==> src/rtl/spi_pkg.sv <==
// Shared definitions for the SPI slave receiver.
//
// Contents:
//   spi_state_e    - frame state encoding (IDLE / ACTIVE)
//   MODE00..MODE11 - SPI mode constants, packed as {CKP, CPH}
//   DEFAULT_WIDTH  - default word length in bits
//   spi_mode()     - packs CKP/CPH into a mode value
package spi_pkg;

  typedef enum logic {
    IDLE   = 1'b0,
    ACTIVE = 1'b1
  } spi_state_e;

  // {CKP, CPH}
  localparam logic [1:0] MODE00 = 2'b00;
  localparam logic [1:0] MODE01 = 2'b01;
  localparam logic [1:0] MODE10 = 2'b10;
  localparam logic [1:0] MODE11 = 2'b11;

  localparam int unsigned DEFAULT_WIDTH = 16;

  function automatic logic [1:0] spi_mode(input logic ckp, input logic cph);
    return {ckp, cph};
  endfunction

endpackage

==> src/rtl/spi_sync_edge.sv <==
// Multi-stage synchronizer with rise/fall detection for one asynchronous input.
//
// Ports:
//   clk_i     - system clock
//   rst_ni    - synchronous, active-low reset
//   rst_val_i - value loaded into every stage on reset (the input's idle level)
//   d_i       - asynchronous input
//   q_o       - synchronized level
//   rise_o    - one-cycle strobe: synchronized level went 0 -> 1
//   fall_o    - one-cycle strobe: synchronized level went 1 -> 0
module spi_sync_edge #(
  parameter int unsigned SYNC_STAGES = 2
) (
  input  logic clk_i,
  input  logic rst_ni,
  input  logic rst_val_i,
  input  logic d_i,
  output logic q_o,
  output logic rise_o,
  output logic fall_o
);

  logic [SYNC_STAGES-1:0] sync_q;
  logic                   prev_q;

  // Resetting the previous copy to the idle level as well keeps reset release
  // from producing a spurious edge.
  always_ff @(posedge clk_i) begin
    if (!rst_ni) begin
      sync_q <= {SYNC_STAGES{rst_val_i}};
      prev_q <= rst_val_i;
    end else begin
      sync_q <= {sync_q[SYNC_STAGES-2:0], d_i};
      prev_q <= sync_q[SYNC_STAGES-1];
    end
  end

  always_comb begin
    q_o    = sync_q[SYNC_STAGES-1];
    rise_o = sync_q[SYNC_STAGES-1] & ~prev_q;
    fall_o = ~sync_q[SYNC_STAGES-1] & prev_q;
  end

endmodule

==> src/rtl/spi_slave_receiver.sv <==
// SPI slave receiver. Oversamples SCK/CS/MOSI in the clk domain, shifts MOSI in
// LSB-first and shifts a word preloaded at CS fall out on MISO. The shift
// register is a ring: after a full word it keeps shifting, so the received word
// is forwarded on MISO and slaves can be daisy-chained MISO -> MOSI.
//
// Ports:
//   clk, rst    - system clock, synchronous active-low reset
//   CKP, CPH    - SPI mode (idle polarity, sample phase); change only while idle
//   SCK, CS     - serial clock and active-low chip select (asynchronous)
//   MOSI        - serial data in (asynchronous)
//   data_in     - word returned to the master, captured at CS fall
//   MISO        - serial data out (0 while idle)
//   data_out    - last completed received word
//   data_valid  - one-cycle strobe, data_out updated
//   busy        - frame active
//   frame_err   - one-cycle strobe, CS rose with a partial word
module spi_slave_receiver
  import spi_pkg::*;
#(
  parameter int unsigned WIDTH       = DEFAULT_WIDTH,
  parameter int unsigned SYNC_STAGES = 2
) (
  input  logic             clk,
  input  logic             rst,
  input  logic             CKP,
  input  logic             CPH,
  input  logic             SCK,
  input  logic             CS,
  input  logic             MOSI,
  input  logic [WIDTH-1:0] data_in,
  output logic             MISO,
  output logic [WIDTH-1:0] data_out,
  output logic             data_valid,
  output logic             busy,
  output logic             frame_err
);

  localparam int unsigned     CntW    = $clog2(WIDTH + 1);
  localparam logic [CntW-1:0] CntLast = CntW'(WIDTH - 1);

  // Synchronized inputs and edge strobes
  logic sck_sync, sck_rise, sck_fall;
  logic cs_sync, cs_rise, cs_fall;
  logic mosi_sync, mosi_rise, mosi_fall;

  spi_sync_edge #(
    .SYNC_STAGES(SYNC_STAGES)
  ) u_sync_sck (
    .clk_i    (clk),
    .rst_ni   (rst),
    .rst_val_i(CKP),
    .d_i      (SCK),
    .q_o      (sck_sync),
    .rise_o   (sck_rise),
    .fall_o   (sck_fall)
  );

  spi_sync_edge #(
    .SYNC_STAGES(SYNC_STAGES)
  ) u_sync_cs (
    .clk_i    (clk),
    .rst_ni   (rst),
    .rst_val_i(1'b1),
    .d_i      (CS),
    .q_o      (cs_sync),
    .rise_o   (cs_rise),
    .fall_o   (cs_fall)
  );

  spi_sync_edge #(
    .SYNC_STAGES(SYNC_STAGES)
  ) u_sync_mosi (
    .clk_i    (clk),
    .rst_ni   (rst),
    .rst_val_i(1'b0),
    .d_i      (MOSI),
    .q_o      (mosi_sync),
    .rise_o   (mosi_rise),
    .fall_o   (mosi_fall)
  );

  // Only edges of SCK/CS and only the level of MOSI are needed.
  logic unused_sync;
  assign unused_sync = sck_sync ^ cs_sync ^ mosi_rise ^ mosi_fall;

  // Edge decode: leading edge leaves CKP, trailing edge returns to it. The
  // sample edge is leading for CPH=0 and trailing for CPH=1; MISO moves on the
  // opposite edge so it is stable half an SCK period before each sample.
  logic sample_edge, shift_edge;

  always_comb begin
    sample_edge = 1'b0;
    shift_edge  = 1'b0;
    unique case (spi_mode(CKP, CPH))
      MODE00: begin sample_edge = sck_rise; shift_edge = sck_fall; end
      MODE01: begin sample_edge = sck_fall; shift_edge = sck_rise; end
      MODE10: begin sample_edge = sck_fall; shift_edge = sck_rise; end
      MODE11: begin sample_edge = sck_rise; shift_edge = sck_fall; end
      default: begin sample_edge = 1'b0; shift_edge = 1'b0; end
    endcase
  end

  // State and registered outputs
  spi_state_e       state_q;
  logic [WIDTH-1:0] shift_q;
  logic [CntW-1:0]  cnt_q;
  logic             miso_q;
  logic [WIDTH-1:0] data_out_q;
  logic             data_valid_q;
  logic             busy_q;
  logic             frame_err_q;

  logic [WIDTH-1:0] shift_nxt;
  assign shift_nxt = {mosi_sync, shift_q[WIDTH-1:1]};

  always_ff @(posedge clk) begin
    if (!rst) begin
      state_q      <= IDLE;
      shift_q      <= '0;
      cnt_q        <= '0;
      miso_q       <= 1'b0;
      data_out_q   <= '0;
      data_valid_q <= 1'b0;
      busy_q       <= 1'b0;
      frame_err_q  <= 1'b0;
    end else begin
      data_valid_q <= 1'b0;
      frame_err_q  <= 1'b0;
      unique case (state_q)
        IDLE: begin
          miso_q <= 1'b0;
          busy_q <= 1'b0;
          if (cs_fall) begin
            shift_q <= data_in;
            miso_q  <= data_in[0];
            cnt_q   <= '0;
            busy_q  <= 1'b1;
            state_q <= ACTIVE;
          end
        end
        ACTIVE: begin
          busy_q <= 1'b1;
          // CS release wins over a coincident sample edge; that bit is dropped.
          if (cs_rise) begin
            state_q <= IDLE;
            miso_q  <= 1'b0;
            busy_q  <= 1'b0;
            cnt_q   <= '0;
            if (cnt_q != '0) begin
              frame_err_q <= 1'b1;
            end
          end else begin
            if (sample_edge) begin
              shift_q <= shift_nxt;
              if (cnt_q == CntLast) begin
                // Word complete: no reload, the ring keeps forwarding bits.
                cnt_q        <= '0;
                data_out_q   <= shift_nxt;
                data_valid_q <= 1'b1;
              end else begin
                cnt_q <= cnt_q + CntW'(1);
              end
            end
            if (shift_edge) begin
              miso_q <= shift_q[0];
            end
          end
        end
        default: state_q <= IDLE;
      endcase
    end
  end

  assign MISO       = miso_q;
  assign data_out   = data_out_q;
  assign data_valid = data_valid_q;
  assign busy       = busy_q;
  assign frame_err  = frame_err_q;

endmodule

==> config.mk <==
export PLATFORM = sky130hd
export DESIGN_NAME = spi_slave_receiver
export DESIGN_NICKNAME = d
export VERILOG_FILES = /design/src/rtl/spi_pkg.sv /design/src/rtl/spi_sync_edge.sv /design/src/rtl/spi_slave_receiver.sv
export SDC_FILE = /design/constraint.sdc
export NUM_CORES = 1
export LEC_CHECK = 0
export ABC_AREA = 0
export ABC_CLOCK_PERIOD_IN_PS = 2250
export CORE_ASPECT_RATIO = 2
export CORE_MARGIN = 5
export CORE_UTILIZATION = 50
export CTS_CLUSTER_SIZE = 8
export DETAILED_ROUTE_END_ITERATION = 10
export GPL_TIMING_DRIVEN = 0
export HOLD_SLACK_MARGIN = 0.05
export PLACE_DENSITY_LB_ADDON = 0.1
export SYNTH_ARGS = -nofsm -noshare
export SYNTH_HDL_FRONTEND = slang
export SYNTH_SLANG_ARGS = --single-unit
==> constraint.sdc <==
create_clock -name clk -period 2.25 [get_ports clk]
set_input_delay 0.225 -clock clk [delete_from_list [all_inputs] [get_ports clk]]
set_output_delay 0.225 -clock clk [all_outputs]
set_load 0.03 [all_outputs]
==> results of run 1 <==
## metal layers
layer  vias to the layer above  track usage (%)  wire length [um]
li1                        839                -                 -
met1                       790             18.5              1810
met2                        31             34.2              2670
met3                         7             3.41               169
met4                         0             7.13                82
met5                         -                0                 0
## worst reg2reg max path, cell delays in order (launching register included)
cell and delay [ps]:
dfxtp_1 380, nand2b_1 190, nand2_1 230, nor3_4 530, buf_8 230, mux2i_1 200
## cell type report
cell class              count  area share [%]
multi-input cells         155            39.3
flip-flops and latches     49            36.0
repair buffers             41            15.1
clock buffers               7            3.17
well taps                  52            2.39
plain buffers              11            2.07
clock inverters             1            1.10
inverters                   6           0.828
## sequential cells by signal (all words and copies together), names as in the netlist, 2 cells and up
name,cells
u_sync_mosi.sync_q,2
u_sync_cs.sync_q,2
shift_q,16
data_out,16
cnt_q,5
u_sync_sck.sync_q,2
## kinds of logic after synthesis
logic type,Yosys count
flip-flops,49
adder cells (fa/ha/maj),2
AND/OR/NAND/NOR,86
buffers and inverters,17
multiplexers,52
AO/OA/AOI/OAI,14
XOR/XNOR,1
## metrics by stage
stage	util [%]	total power, mW	TNS, ps	instances
2_1_floorplan	-	1.04	0	221
3_3_place_gp	63.1	1.11	-2050	314
3_5_place_dp	63.1	1.11	-2310	314
4_1_cts	65.9	1.76	0	322
5_1_grt	65.9	1.82	0	322
6_report	65.9	1.75	0	322
## cells in the final DEF, fill, tap and decap left out, drive strengths merged
cell / n
nand2: 64
dfxtp: 49
clkdlybuf4s50: 41
mux2i: 34
mux2: 18
clkbuf: 15
inv: 6
nand2b: 5
nand3: 4
o21ai: 4
o211ai: 3
buf: 3
and2: 2
a21oi: 2
nor2: 2
ha: 2
nor3: 2
xor2: 1
or3b: 1
nand4b: 1
nor2b: 1
a21boi: 1
nor4b: 1
nand4: 1
o21bai: 1
a221oi: 1
nor3b: 1
a32oi: 1
a211oi: 1
nor4: 1
bufinv: 1
## worst max path at each step
stage | start | end | slack, ps | cells after the start
6_report | CKP | data_out[5] | 150 | 6
5_1_grt | CKP | data_out[6] | 30 | 6
3_3_place_gp | CKP | data_out[6] | -160 | 6
3_5_place_dp | CKP | data_out[5] | -170 | 6
2_1_floorplan | busy | data_out[10] | 540 | 4
4_1_cts | CKP | data_out[5] | 120 | 6
## power groups by stage
stage	clock network (mW)	logic [mW]	registers, mW
floorplan	0	0.117	0.923
global placement	0	0.188	0.923
detailed placement	0	0.191	0.924
CTS	0.662	0.192	0.904
global route	0.703	0.208	0.907
finish	0.655	0.189	0.903
==> results.toml, run 1 <==
[run_status]
status = "completed"

[setup_path]
arrival_ps = 2330
reg2regPathDepth = 5
crit_path_cell_trace = "clkdlybuf4s50_1 -> xor2_1 -> mux2_4 -> nor3_4 -> buf_8 -> mux2i_1"
slowest_delay_ps = 490
crit_required_ps = 2480
critPathCaptureType = "register"
critical_path_buf_inv_count = 2
criticalPathCategory = "in2reg"
crit_slowest_cell = "clkdlybuf4s50_1"
worstPathMaxFanout = 10
regToRegSetupSlack_ps = 400
r2r_end = "data_out[5]"
crit_path_start_kind = "primary input"
cp_top_family = "buffers and inverters"
timing.rr.start = "u_sync_cs.prev_q"

[yosys]
synth_area_leaders = "dfxtp_1, mux2i_1, nand2_1"
synth_compound_area_share_pct = 4.88
synth_fa_ha_area_share_pct = 1.18
synth_top_family_by_area = "multiplexers"
synth_cells = 221
synth_area_mm2 = 0.00213
ys.flop_type = "dfxtp_1"
synth.most_common_cell = "nand2_1"
yosysUniqueCellTypes = 34
synth_nets = 246
yosys.area_share.simple_pct = 18.1
yosysSeqAreaShare_pct = 46.1
synth-seq-cells = 49
muxShareOfSynthArea_pct = 25.7
yosysWarnings = 0
synthXorXnorAreaFrac_pct = 0.411
synthTopCellsByCount = "nand2_1, dfxtp_1, mux2i_1"
synth-edff-count = 0
synth_area_leader_cell = "dfxtp_1"
avgSynthCellArea_um2 = 9.64
synth_top_area_share_pct = 46.1
postSynth.asyncResetShare_pct = 0

[clock_network]
h-tree-depth = 2
clock_sinks = 49
cts_root_buf = "clkbuf_8"
post_cts_buffers = 0
ctsResizeCount = 0
clk_pin_slew_ps = 90
hold_buffers = 0
cts_buffer_depth = 2
cts_tree = "done"
cts_buffers = 5
insertion_delay_ps = 300

[global_routing]
grt_use_total_pct = 17.8
grt_pass1_wl_mm = 7.95
grt_pass1_vias = 1721
antenna_found_initial = 0
grt-ovfl-total = 0
grt_max_degree = 15

[timing]
setup_viol = 0
max_freq_mhz = 476
slew_headroom_pct = 60.4
rsz0062_at_grt = "no"
finClkSkew_ps = 6.95
hold-worst-slack_ps = 282
period_share_pct = 93.4
fin_crit_ps = 2100
worst_pin_slew_ps = 593
final_max_slew_viol_count = 0
finalHoldViolCount = 0
finalWorstSetupSlack_ps = 148

[drt]
drt_pass1_iterations = 4
wl_mm = 4.74
vias = 1667
drtAntennaViolNets = 0
drc = 0
vias_per_cell = 5.18
drtIter0Drc = 33
routedWlPerCell_um = 14.7

[placement]
io_buffers = 41
place.gp.congestion = 0.803
dpl_cell_area_mm2 = 0.00261
hpwl_mm = 3.57
dp_slack_ps = -175

[cells_and_area]
drive_gt1_share_pct = 11.1
multi_input_area_mm2 = 0.00107
layout.nets = 294
regArea_um2 = 981
fillers = 367
insertedDiodeCount = 0
final_cell_area_mm2 = 0.00272
areaGrowthSynthToFinish_pct = 27.8

[power]
power_frac_comb_pct = 10.8
power_frac_clock_pct = 37.5
peakVddDrop_mv = 0.538
p_sw_share_pct = 22.8
cellPowerDensity_mw_per_mm2 = 642
netSwitchingPower_mw = 0.398
p_int_mw = 1.35
p_leak_nw = 0.979
p_seq_share_pct = 51.7

[die]
fp.dieW_um = 56.1
io_pins = 43
core_area_mm2 = 0.00413
start_util_pct = 51.6
num_rows = 33
die_height_um = 102
die_area_mm2 = 0.00574

[worst_hold_path]
worstHoldPathCells = 3
min_from = "rst"
min_to = "frame_err"
min_path_type = "in2reg"

[run]
drv_cap = 0
Power figures use the tool's default switching activity.
==> inputs of run 2 (changes only) <==
--- a/config.mk
+++ b/config.mk
@@ -10,6 +10,7 @@
 export CORE_ASPECT_RATIO = 2
 export CORE_MARGIN = 5
 export CORE_UTILIZATION = 50
+export CTS_CLUSTER_DIAMETER = 60
 export CTS_CLUSTER_SIZE = 8
 export DETAILED_ROUTE_END_ITERATION = 10
 export GPL_TIMING_DRIVEN = 0
==> results of run 2 <==
The final DEF is identical to that of run 1; final timing and power are the same.
